**src/rtl/llc_flush_walker.sv**
```systemverilog
// llc_flush_walker: clears the LLC tag/state memory after reset, then on request walks every set,
// writes back dirty lines one way at a time and invalidates the set.
module llc_flush_walker #(
   parameter int SET_BITS = 9,
   parameter int NUM_WAYS = 16,
   parameter int WAY_BITS = 4
) (
   input  logic                clk,
   input  logic                rst,
   input  logic                flush_start,
   input  logic [NUM_WAYS-1:0] rd_valid_vec,
   input  logic [NUM_WAYS-1:0] rd_dirty_vec,
   input  logic                wb_ready,
   output logic                mem_en,
   output logic [SET_BITS-1:0] mem_set,
   output logic [NUM_WAYS-1:0] mem_wr_rst_flush,
   output logic                wb_valid,
   output logic [SET_BITS-1:0] wb_set,
   output logic [WAY_BITS-1:0] wb_way,
   output logic                busy,
   output logic                init_done,
   output logic                flush_done
);
   localparam logic [2:0] INIT = 3'd0;
   localparam logic [2:0] IDLE = 3'd1;
   localparam logic [2:0] RD   = 3'd2;
   localparam logic [2:0] CAPT = 3'd3;
   localparam logic [2:0] WB   = 3'd4;
   localparam logic [2:0] CLR  = 3'd5;
   localparam logic [2:0] DONE = 3'd6;
   logic [2:0]          state;
   logic [SET_BITS-1:0] set_cnt;
   logic [NUM_WAYS-1:0] dmask, vmask, low_bit, cap_d;
   logic [WAY_BITS-1:0] low_idx;
   logic                last;
   assign cap_d   = rd_dirty_vec & rd_valid_vec;
   assign low_bit = dmask & (~dmask + NUM_WAYS'(1));
   assign last    = set_cnt == '1;
   always_comb begin
      low_idx = '0;
      for (int i = NUM_WAYS - 1; i >= 0; i--)
         if (dmask[i]) low_idx = WAY_BITS'(i);
   end
   // set_cnt wraps to 0 on its own when advancing past the last set
   always_ff @(posedge clk or negedge rst) begin
      if (!rst) begin
         state     <= INIT;
         set_cnt   <= '0;
         dmask     <= '0;
         vmask     <= '0;
         init_done <= 1'b0;
      end else begin
         case (state)
            INIT: begin
               set_cnt <= set_cnt + SET_BITS'(1);
               if (last) begin
                  state     <= IDLE;
                  init_done <= 1'b1;
               end
            end
            IDLE: if (flush_start) begin
               state   <= RD;
               set_cnt <= '0;
            end
            RD: state <= CAPT;
            CAPT: begin
               vmask <= rd_valid_vec;
               dmask <= cap_d;
               state <= |cap_d ? WB : |rd_valid_vec ? CLR : last ? DONE : RD;
               if (~|rd_valid_vec) set_cnt <= set_cnt + SET_BITS'(1);
            end
            WB: if (wb_ready) begin
               dmask <= dmask & ~low_bit;
               if (dmask == low_bit) state <= CLR;
            end
            CLR: begin
               state   <= last ? DONE : RD;
               set_cnt <= set_cnt + SET_BITS'(1);
            end
            DONE: state <= IDLE;
            default: state <= INIT;
         endcase
      end
   end
   assign busy             = state != IDLE;
   assign mem_en           = state == INIT || state == RD || state == CLR;
   assign mem_set          = set_cnt;
   assign mem_wr_rst_flush = state == INIT ? '1 : state == CLR ? vmask : '0;
   assign wb_valid         = state == WB;
   assign wb_set           = set_cnt;
   assign wb_way           = low_idx;
   assign flush_done       = state == DONE;
endmodule

```
**config.mk**
```make
export PLATFORM = sky130hd
export DESIGN_NAME = llc_flush_walker
export DESIGN_NICKNAME = d
export VERILOG_FILES = /design/src/rtl/llc_flush_walker.sv
export SDC_FILE = /design/constraint.sdc
export NUM_CORES = 1
export LEC_CHECK = 0
export CORE_UTILIZATION = 52
export DETAILED_ROUTE_END_ITERATION = 8
export PLACE_DENSITY = 0.86
export SLEW_MARGIN = 20
export SYNTH_ARGS = -nofsm -noshare
export SYNTH_HDL_FRONTEND = slang
export SYNTH_SLANG_ARGS = --single-unit
```
**constraint.sdc**
```tcl
create_clock -name clk -period 6 [get_ports clk]
set_input_delay 0.6 -clock clk [delete_from_list [all_inputs] [get_ports clk]]
set_output_delay 0.6 -clock clk [all_outputs]
set_load 0.1 [all_outputs]
```
Word level (Yosys, flattened, before mapping)

Index checks and enable logic that the tools add are counted.

Flip-flop bits (word level): 45
Latch bits: 0
RAM bits: 0
Bits in read-only memories: 0
Bits of input ports: 36
Output and inout port bits: 43
Word-level logic and storage cells: 69
Memories kept: 0

Add/sub/neg operators: 2
Multiply operators: 0
Divide/modulo/power cells: 0
$lt $le $gt $ge: 0
Equality and inequality tests: 14
Shift operators: 0
Multiplexer cells: 31
Bitwise logic cells: 5
Reduce and logical (&&, ||, !) cells: 12

Operators by type and width:

| operator                                       | number |
|---|---|
| 2-to-1 mux 4 bit                               | 16 |
| bitwise AND 16 bit                             | 3 |
| 2-to-1 mux 16 bit                              | 3 |
| NOT 16 bit                                     | 2 |
| one-hot mux 16 bit (2 select lines)            | 1 |
| OR reduction 16 bit                            | 2 |
| one-hot mux 9 bit (3 select lines)             | 1 |
| 2-to-1 mux 3 bit                               | 7 |
| one-hot mux 3 bit (7 select lines)             | 1 |
| 2-to-1 mux 9 bit                               | 2 |
| adder 16 x 1 -> 16 bit (second input constant) | 1 |
| == test 16 bit                                 | 1 |
| adder 9 x 1 -> 9 bit (second input constant)   | 1 |
| == test 3 bit (second input constant)          | 3 |
| == test 9 bit (second input constant)          | 1 |
| != test 2 bit (second input constant)          | 4 |
| == test 3 x 2 -> 1 bit (second input constant) | 2 |
| AND reduction 2 bit                            | 2 |
| AND reduction 4 bit                            | 1 |
| == test 3 x 1 -> 1 bit (second input constant) | 1 |
| logical NOT 3 bit                              | 1 |
| != test 3 x 1 -> 1 bit (second input constant) | 1 |
| AND reduction 3 bit                            | 1 |
| nonzero test 3 bit                             | 1 |
| other kinds (4)                                | 5 |

Longest topological paths before layout

Gate-level depths: netlist (run 1).

Depth after elaboration: 16
Depth in mapped cells: 9
Gate-level depth less buffers: 9

Worst setup path before layout (run 1)

No wires, ideal clock.

Kind: reg-to-output
Start: register dmask[6]
End: output wb_way[3]
Data arrival time: 2709 ps
Required time: 5400 ps
Slack: 2691 ps
Cell stages (with the launch flop): 5
Path buffers: 1
Path through: dfrtp_1 buf_4 nor4_1 nand2_1 a31oi_1

Word-level cells in the longest chain between the ends: 7

Ends and longest elaborated chain:

| what                           | RTL line | source |
|---|---|---|
| from (decl)                    | 33       | `logic [NUM_WAYS-1:0] dmask, vmask, low_bit, cap_d;` |
| from (signal assigned)         | 68       | `dmask <= cap_d;` |
| from (signal assigned)         | 73       | `dmask <= dmask & ~low_bit;` |
| 2-to-1 mux 4 bit (7 in series) | 42       | `if (dmask[i]) low_idx = WAY_BITS'(i);` |
| to (decl)                      | 19       | `output logic [WAY_BITS-1:0] wb_way,` |

Every way passes these cells.

Worst setup path in the final report (run 1)

Ends and elaborated chain as after synthesis.

==> results of run 1 <==
## flip-flops by register name, indices dropped and copies added, names as in the netlist
name / flops
dmask: 16
vmask: 16
mem_set: 9
state: 3
init_done: 1
## cells in the final DEF (no fill, tap or decap), types with 2 or more instances in the layout
cell type / synthesis / routed
a21oi_1: 16 / 16
xor2_1: 2 / 2
a32o_1: 3 / 3
a21o_1: 18 / 18
a2111oi_0: 2 / 2
o22ai_1: 4 / 4
and3_1: 7 / 7
o21a_1: 2 / 2
nor2_1: 19 / 19
o311ai_0: 2 / 2
clkdlybuf4s50_1: 0 / 77
and3b_1: 3 / 3
nor4_1: 8 / 8
a31oi_1: 2 / 2
buf_4: 10 / 2
clkbuf_8: 0 / 6
nand2_1: 82 / 82
a22oi_1: 2 / 2
o31ai_1: 2 / 2
dfrtp_1: 45 / 45
nand3_1: 4 / 4
o21ai_0: 40 / 40
nand4_1: 4 / 4
inv_1: 8 / 8
nor3_1: 10 / 9
ha_1: 2 / 2
a22o_1: 3 / 3
## worst min-delay path by stage
stage / endpoint / slack (ps) / cells after the start
2_1_floorplan: dmask[0]$_DFFE_PN0P_ / 300 / 0
3_3_place_gp: init_done$_DFFE_PN0P_ / 440 / 1
3_5_place_dp: init_done$_DFFE_PN0P_ / 470 / 1
4_1_cts: init_done$_DFFE_PN0P_ / 480 / 1
5_1_grt: mem_set[4]$_DFFE_PN0P_ / 340 / 1
6_report: mem_set[4]$_DFFE_PN0P_ / 280 / 1
## cell type report
cell class	count	area (µm²)	share of cell area (%)
Multi-Input combinational cell	255	1420	39.7
Sequential cell	45	1130	31.6
Timing Repair Buffer	79	786	22.0
Tap cell	70	87.6	2.46
Clock buffer	7	86.3	2.42
Inverter	9	33.8	0.948
Clock inverter	1	30.0	0.842
## synthesized netlist by cell type (7+ instances only)
cell | count | area, µm²
nor3_1 | 10 | 50.1
nor2_1 | 19 | 71.3
buf_4 | 10 | 75.1
a21o_1 | 18 | 135
a21oi_1 | 16 | 80.1
inv_1 | 8 | 30.0
nor4_1 | 8 | 50.1
dfrtp_1 | 45 | 1130
o21ai_0 | 40 | 200
clkbuf_1 | 17 | 63.8
and3_1 | 7 | 43.8
nand2_1 | 82 | 308
## routing by layer
layer	wire, µm	share of wire (%)	vias up	GRT usage (%)
li1	-	-	1307	-
met1	3360	44	1345	39.9
met2	3780	49	100	45.1
met3	425	5.5	13	5.42
met4	120	1.6	0	11.1
met5	0	0	-	0
## logic make-up (layout without fill, tap and decap cells)
family | Yosys count | after routing
simple gates | 145 | 145
compound gates | 105 | 105
flops | 45 | 45
buf+inv | 39 | 96
fa+ha+maj | 3 | 3
xor+xnor | 2 | 2
## critical path, stage by stage, from the launching register on
cell	delay (ps)
dfrtp_1	490
nor4_1	720
nand2_1	150
a31oi_1	180
clkdlybuf4s50_1	1150
## metrics by stage
step                      setup slack [ps]  hold slack, ps  cell area [µm²]  cells
after floorplan                       2690             304             2730    339
after global placement                2770             440             3440    458
after detailed placement              2690             468             3440    458
after CTS                             2350             484             3560    466
after global routing                  2190             337             3560    466
final                                 2400             284             3560    466
==> flow_results.xml, run 1 <==
<?xml version="1.0" encoding="UTF-8"?>
<metrics>
  <group name="clocking">
    <metric name="ctsRootBufferMaster" unit="">clkbuf_8</metric>
    <metric name="max-clock-path-buffers" unit="">2</metric>
    <metric name="cts_repair_resize_count" unit="">0</metric>
    <metric name="clock_latency" unit="ps">310</metric>
    <metric name="postCtsSetupBuffers" unit="">0</metric>
    <metric name="cts_tree" unit="">yes</metric>
    <metric name="number_of_hold_buffers_added_after_cts" unit="">0</metric>
    <metric name="inserted_clock_buffers" unit="">5</metric>
    <metric name="worst_setup_hold_path_clk_slew" unit="ps">80</metric>
    <metric name="ctsHtreeMaxLevel" unit="">2</metric>
    <metric name="clock_sinks" unit="">45</metric>
  </group>
  <group name="synth">
    <metric name="synth_simple_gate_area_share" unit="%">24.4</metric>
    <metric name="postSynth.asyncResetShare" unit="%">100</metric>
    <metric name="syn_avg_cell_area" unit="µm²">8.05</metric>
    <metric name="muxShareOfSynthArea" unit="%">0</metric>
    <metric name="synth.yosys.warnings" unit="">0</metric>
    <metric name="postSynth.topFlopCell" unit="">dfrtp_1</metric>
    <metric name="synthCells" unit="">339</metric>
    <metric name="synthesis.nets" unit="">377</metric>
    <metric name="synth_top_family_by_area" unit="">compound AO/OA/AOI/OAI gates</metric>
    <metric name="postSynthRegisterBits" unit="">45</metric>
    <metric name="synth_xor_xnor_area_share" unit="%">0.642</metric>
    <metric name="synth.lib_cells_used.distinct" unit="">47</metric>
    <metric name="synth_adder_area_share" unit="%">1.28</metric>
    <metric name="synthesis.area" unit="µm²">2730</metric>
    <metric name="synth_compound_area_share" unit="%">25.1</metric>
    <metric name="synth_sequential_area_ratio" unit="%">41.2</metric>
    <metric name="synth_edf_count" unit="">0</metric>
  </group>
  <group name="drt">
    <metric name="wl" unit="mm">7.69</metric>
    <metric name="drt_pre_antenna_iters" unit="">5</metric>
    <metric name="post_drt_via_cell_ratio" unit="">5.93</metric>
    <metric name="first_iter_violations" unit="">237</metric>
    <metric name="dr_vias" unit="">2765</metric>
    <metric name="postRouteAntennaNets" unit="">0</metric>
    <metric name="routed_wire_length_per_instance" unit="µm">16.5</metric>
    <metric name="route.detailed.drc" unit="">0</metric>
  </group>
  <group name="setup_path">
    <metric name="worst_reg2reg_endpoint" unit="">state[0]$_DFFE_PN0P_</metric>
    <metric name="setup.worst_path.class" unit="">reg -&gt; out</metric>
    <metric name="r2r_worst_path_depth" unit="">9</metric>
    <metric name="critical_path_peak_fanout" unit="">9</metric>
    <metric name="worstSetupStartpoint" unit="">dmask[6]$_DFFE_PN0P_</metric>
    <metric name="source_of_the_worst_register_to_register_timing_path" unit="">mem_set[0]$_DFFE_PN0P_</metric>
    <metric name="worst_setup_ep_type" unit="">output pin</metric>
    <metric name="reg2reg_setup_slack" unit="ps">3360</metric>
    <metric name="setup.worst_path.start_class" unit="">flop</metric>
    <metric name="cp_data_required_time" unit="ps">5400</metric>
    <metric name="crit_end" unit="">wb_way[3]</metric>
    <metric name="timing.critical_path.arrival" unit="ps">3000</metric>
  </group>
  <group name="sta">
    <metric name="timing.slew.headroom" unit="%">34.1</metric>
    <metric name="worst_pin_slew" unit="ps">985</metric>
    <metric name="post_route_setup_tns" unit="ps">0</metric>
    <metric name="grt_setup_unrepaired" unit="">no</metric>
    <metric name="timing.final.hold_violations" unit="">0</metric>
    <metric name="worst_clock_skew" unit="ps">6.66</metric>
    <metric name="fin_crit" unit="ps">3600</metric>
    <metric name="slew_violations" unit="">0</metric>
    <metric name="timing.final.setup_violations" unit="">0</metric>
    <metric name="fmaxAchievable" unit="GHz">0.278</metric>
    <metric name="fin_crit_sh" unit="%">60.0</metric>
  </group>
  <group name="cells_and_area">
    <metric name="synthToLayoutAreaGrowth" unit="%">30.6</metric>
    <metric name="final_layout_size_suffix_gt1_share" unit="%">4.04</metric>
    <metric name="final_nets" unit="">433</metric>
    <metric name="finish.utilization" unit="%">70.2</metric>
    <metric name="fillers" unit="">406</metric>
    <metric name="n_antenna_cell" unit="">0</metric>
  </group>
  <group name="flow_run">
    <metric name="timing.max_cap.violations" unit="">0</metric>
  </group>
  <group name="placement">
    <metric name="finalWeightedCongestion" unit="">0.870</metric>
    <metric name="dp_hpwl" unit="mm">5.59</metric>
    <metric name="io_buffers" unit="">78</metric>
  </group>
  <group name="status">
    <metric name="status" unit="">completed</metric>
  </group>
  <group name="grt">
    <metric name="antenna_found_initial" unit="">0</metric>
    <metric name="grt_util_all_layers" unit="%">28.9</metric>
    <metric name="grt_overflow_total" unit="">0</metric>
    <metric name="largest_net_degree_at_the_start_of_global_routing" unit="">46</metric>
    <metric name="grt_first_pass_wirelength" unit="mm">12.1</metric>
    <metric name="via_count_of_the_first_global_routing_pass" unit="">2478</metric>
  </group>
  <group name="worst_hold_path">
    <metric name="holdCritPathClass" unit="">in -&gt; async</metric>
  </group>
  <group name="die">
    <metric name="num_io_pins" unit="">79</metric>
    <metric name="fp.dieW" unit="µm">74.5</metric>
    <metric name="effective_utilization_at_floorplan" unit="%">53.8</metric>
    <metric name="floorplan.die_area" unit="µm²">5540</metric>
    <metric name="floorplan.core_area" unit="µm²">5070</metric>
    <metric name="die_h" unit="µm">74.5</metric>
    <metric name="rows" unit="">26</metric>
  </group>
</metrics>
Power of run 1 is left out: the tool's default activity adds up to more than one toggle a clock period on the data nets, which glitch-free logic cannot reach.
==> inputs of run 2 (changes only) <==
Settings changed: CORE_UTILIZATION 52 to 48, PLACE_DENSITY 0.86 to 0.81.
Clock period 6 ns to 3.54 ns, I/O delays scaled along.
==> flow_results.xml, run 2 (synthesis gave the netlist of run 1 again) <==
<?xml version="1.0" encoding="UTF-8"?>
<metrics>
  <group name="die">
    <metric name="num_io_pins" unit="">79</metric>
    <metric name="rows" unit="">27</metric>
    <metric name="floorplan.die_area" unit="µm²">5990</metric>
    <metric name="floorplan.core_area" unit="µm²">5510</metric>
    <metric name="die_h" unit="µm">77.4</metric>
    <metric name="fp.dieW" unit="µm">77.4</metric>
    <metric name="effective_utilization_at_floorplan" unit="%">49.6</metric>
  </group>
  <group name="drt">
    <metric name="drt_pre_antenna_iters" unit="">4</metric>
    <metric name="postRouteAntennaNets" unit="">0</metric>
    <metric name="dr_vias" unit="">2690</metric>
    <metric name="first_iter_violations" unit="">333</metric>
    <metric name="post_drt_via_cell_ratio" unit="">5.72</metric>
    <metric name="routed_wire_length_per_instance" unit="µm">16.6</metric>
    <metric name="route.detailed.drc" unit="">0</metric>
    <metric name="wl" unit="mm">7.78</metric>
  </group>
  <group name="sta">
    <metric name="slew_violations" unit="">0</metric>
    <metric name="fin_crit" unit="ps">2650</metric>
    <metric name="worst_clock_skew" unit="ps">5.69</metric>
    <metric name="worst_pin_slew" unit="ps">983</metric>
    <metric name="timing.slew.headroom" unit="%">34.2</metric>
    <metric name="post_route_setup_tns" unit="ps">0</metric>
    <metric name="grt_setup_unrepaired" unit="">no</metric>
    <metric name="timing.final.hold_violations" unit="">0</metric>
    <metric name="timing.hold.ws" unit="ps">42.9</metric>
    <metric name="timing.final.setup_violations" unit="">0</metric>
    <metric name="fmaxAchievable" unit="GHz">0.377</metric>
    <metric name="fin_crit_sh" unit="%">74.9</metric>
  </group>
  <group name="setup_path">
    <metric name="cp_slowest_cell" unit="">clkdlybuf4s50_1</metric>
    <metric name="crit_chain" unit="">nor2_1, nand2_1, clkdlybuf4s50_1</metric>
    <metric name="timing.critical_path.arrival" unit="ps">2300</metric>
    <metric name="worst_path_dominant_cell_family" unit="">buffers and inverters</metric>
    <metric name="cp_data_required_time" unit="ps">3190</metric>
    <metric name="worst_setup_ep_type" unit="">output pin</metric>
    <metric name="timing.critical_path.buf_inv" unit="">1</metric>
    <metric name="crit_path_max_incr_delay" unit="ps">1160</metric>
    <metric name="setup.worst_path.class" unit="">reg -&gt; out</metric>
    <metric name="setup.worst_path.start_class" unit="">flop</metric>
    <metric name="critical_path_peak_fanout" unit="">13</metric>
  </group>
  <group name="placement">
    <metric name="dp_hpwl" unit="mm">5.75</metric>
    <metric name="io_buffers" unit="">78</metric>
    <metric name="finalWeightedCongestion" unit="">0.929</metric>
    <metric name="dp.cells" unit="">462</metric>
  </group>
  <group name="clocking">
    <metric name="clock_sinks" unit="">45</metric>
    <metric name="number_of_hold_buffers_added_after_cts" unit="">0</metric>
    <metric name="clock_latency" unit="ps">300</metric>
    <metric name="worst_setup_hold_path_clk_slew" unit="ps">90</metric>
    <metric name="ctsHtreeMaxLevel" unit="">2</metric>
    <metric name="max-clock-path-buffers" unit="">2</metric>
    <metric name="cts_tree" unit="">yes</metric>
    <metric name="ctsRootBufferMaster" unit="">clkbuf_8</metric>
    <metric name="cts_repair_resize_count" unit="">0</metric>
    <metric name="inserted_clock_buffers" unit="">5</metric>
    <metric name="postCtsSetupBuffers" unit="">0</metric>
  </group>
  <group name="cells_and_area">
    <metric name="final_layout_size_suffix_gt1_share" unit="%">10.3</metric>
    <metric name="layout_commonest_cell" unit="">nand2_1</metric>
    <metric name="finish.utilization" unit="%">63.4</metric>
    <metric name="final_nets" unit="">435</metric>
    <metric name="finish.cell_count_without_fillers" unit="">470</metric>
    <metric name="commonest_cells_after_routing_fill_and_taps_aside" unit="">nand2_1 (82), clkdlybuf4s50_1 (55), dfrtp_1 (45), o21ai_0 (40), buf_4 (26)</metric>
    <metric name="synthToLayoutAreaGrowth" unit="%">27.9</metric>
    <metric name="fillers" unit="">476</metric>
    <metric name="n_antenna_cell" unit="">0</metric>
  </group>
  <group name="grt">
    <metric name="grt_util_all_layers" unit="%">27.4</metric>
    <metric name="via_count_of_the_first_global_routing_pass" unit="">2548</metric>
    <metric name="antenna_found_initial" unit="">0</metric>
    <metric name="grt_overflow_total" unit="">0</metric>
    <metric name="grt_first_pass_wirelength" unit="mm">12.8</metric>
    <metric name="largest_net_degree_at_the_start_of_global_routing" unit="">46</metric>
  </group>
  <group name="status">
    <metric name="status" unit="">completed</metric>
  </group>
  <group name="flow_run">
    <metric name="timing.max_cap.violations" unit="">0</metric>
  </group>
  <group name="worst_hold_path">
    <metric name="holdCritPathClass" unit="">in -&gt; async</metric>
  </group>
</metrics>
run 2: worst paths after layout:
path / to / slack, ps / depth (start not counted) / from
max in group asynchronous: dmask[5]$_DFFE_PN0P_ / 3110 / 1 / rst
setup reg to reg: dmask[11]$_DFFE_PN0P_ / 1010 / 6 / state[0]$_DFFE_PN0P_
setup / recovery: busy / 890 / 3 / state[2]$_DFFE_PN0P_
min in group clk: init_done$_DFFE_PN0P_ / 480 / 1 / init_done$_DFFE_PN0P_
hold reg to reg: init_done$_DFFE_PN0P_ / 480 / 1 / init_done$_DFFE_PN0P_
hold / removal: vmask[1]$_DFFE_PN0P_ / 40 / 1 / rst
run 2: area by class of cell:
class	count	area [µm²]	share of cell area [%]
inverter	9	33.8	0.968
clock inverter	3	17.5	0.502
timing repair buffer	81	746	21.4
sequential	45	1130	32.3
tap	72	90.1	2.58
clock buffer	5	68.8	1.97
multi-input combinational	255	1410	40.4
run 2: layer usage:
metal  track usage (%)  wire length (µm)  vias up
met2              43.3              3720       93
met5                 0                 0        -
met1              37.6              3490     1279
li1                  -                 -     1308
met4              8.68               110        0
met3              5.88               463       10
run 2: stage by stage:
stage / setup slack (ps) / instance area, µm²
after floorplan: 477 / 2730
after global placement: 1070 / 3400
after detailed placement: 925 / 3400
after CTS: 891 / 3490
after global routing: 751 / 3490
final: 888 / 3490
Power of run 2 is left out for the same reason.
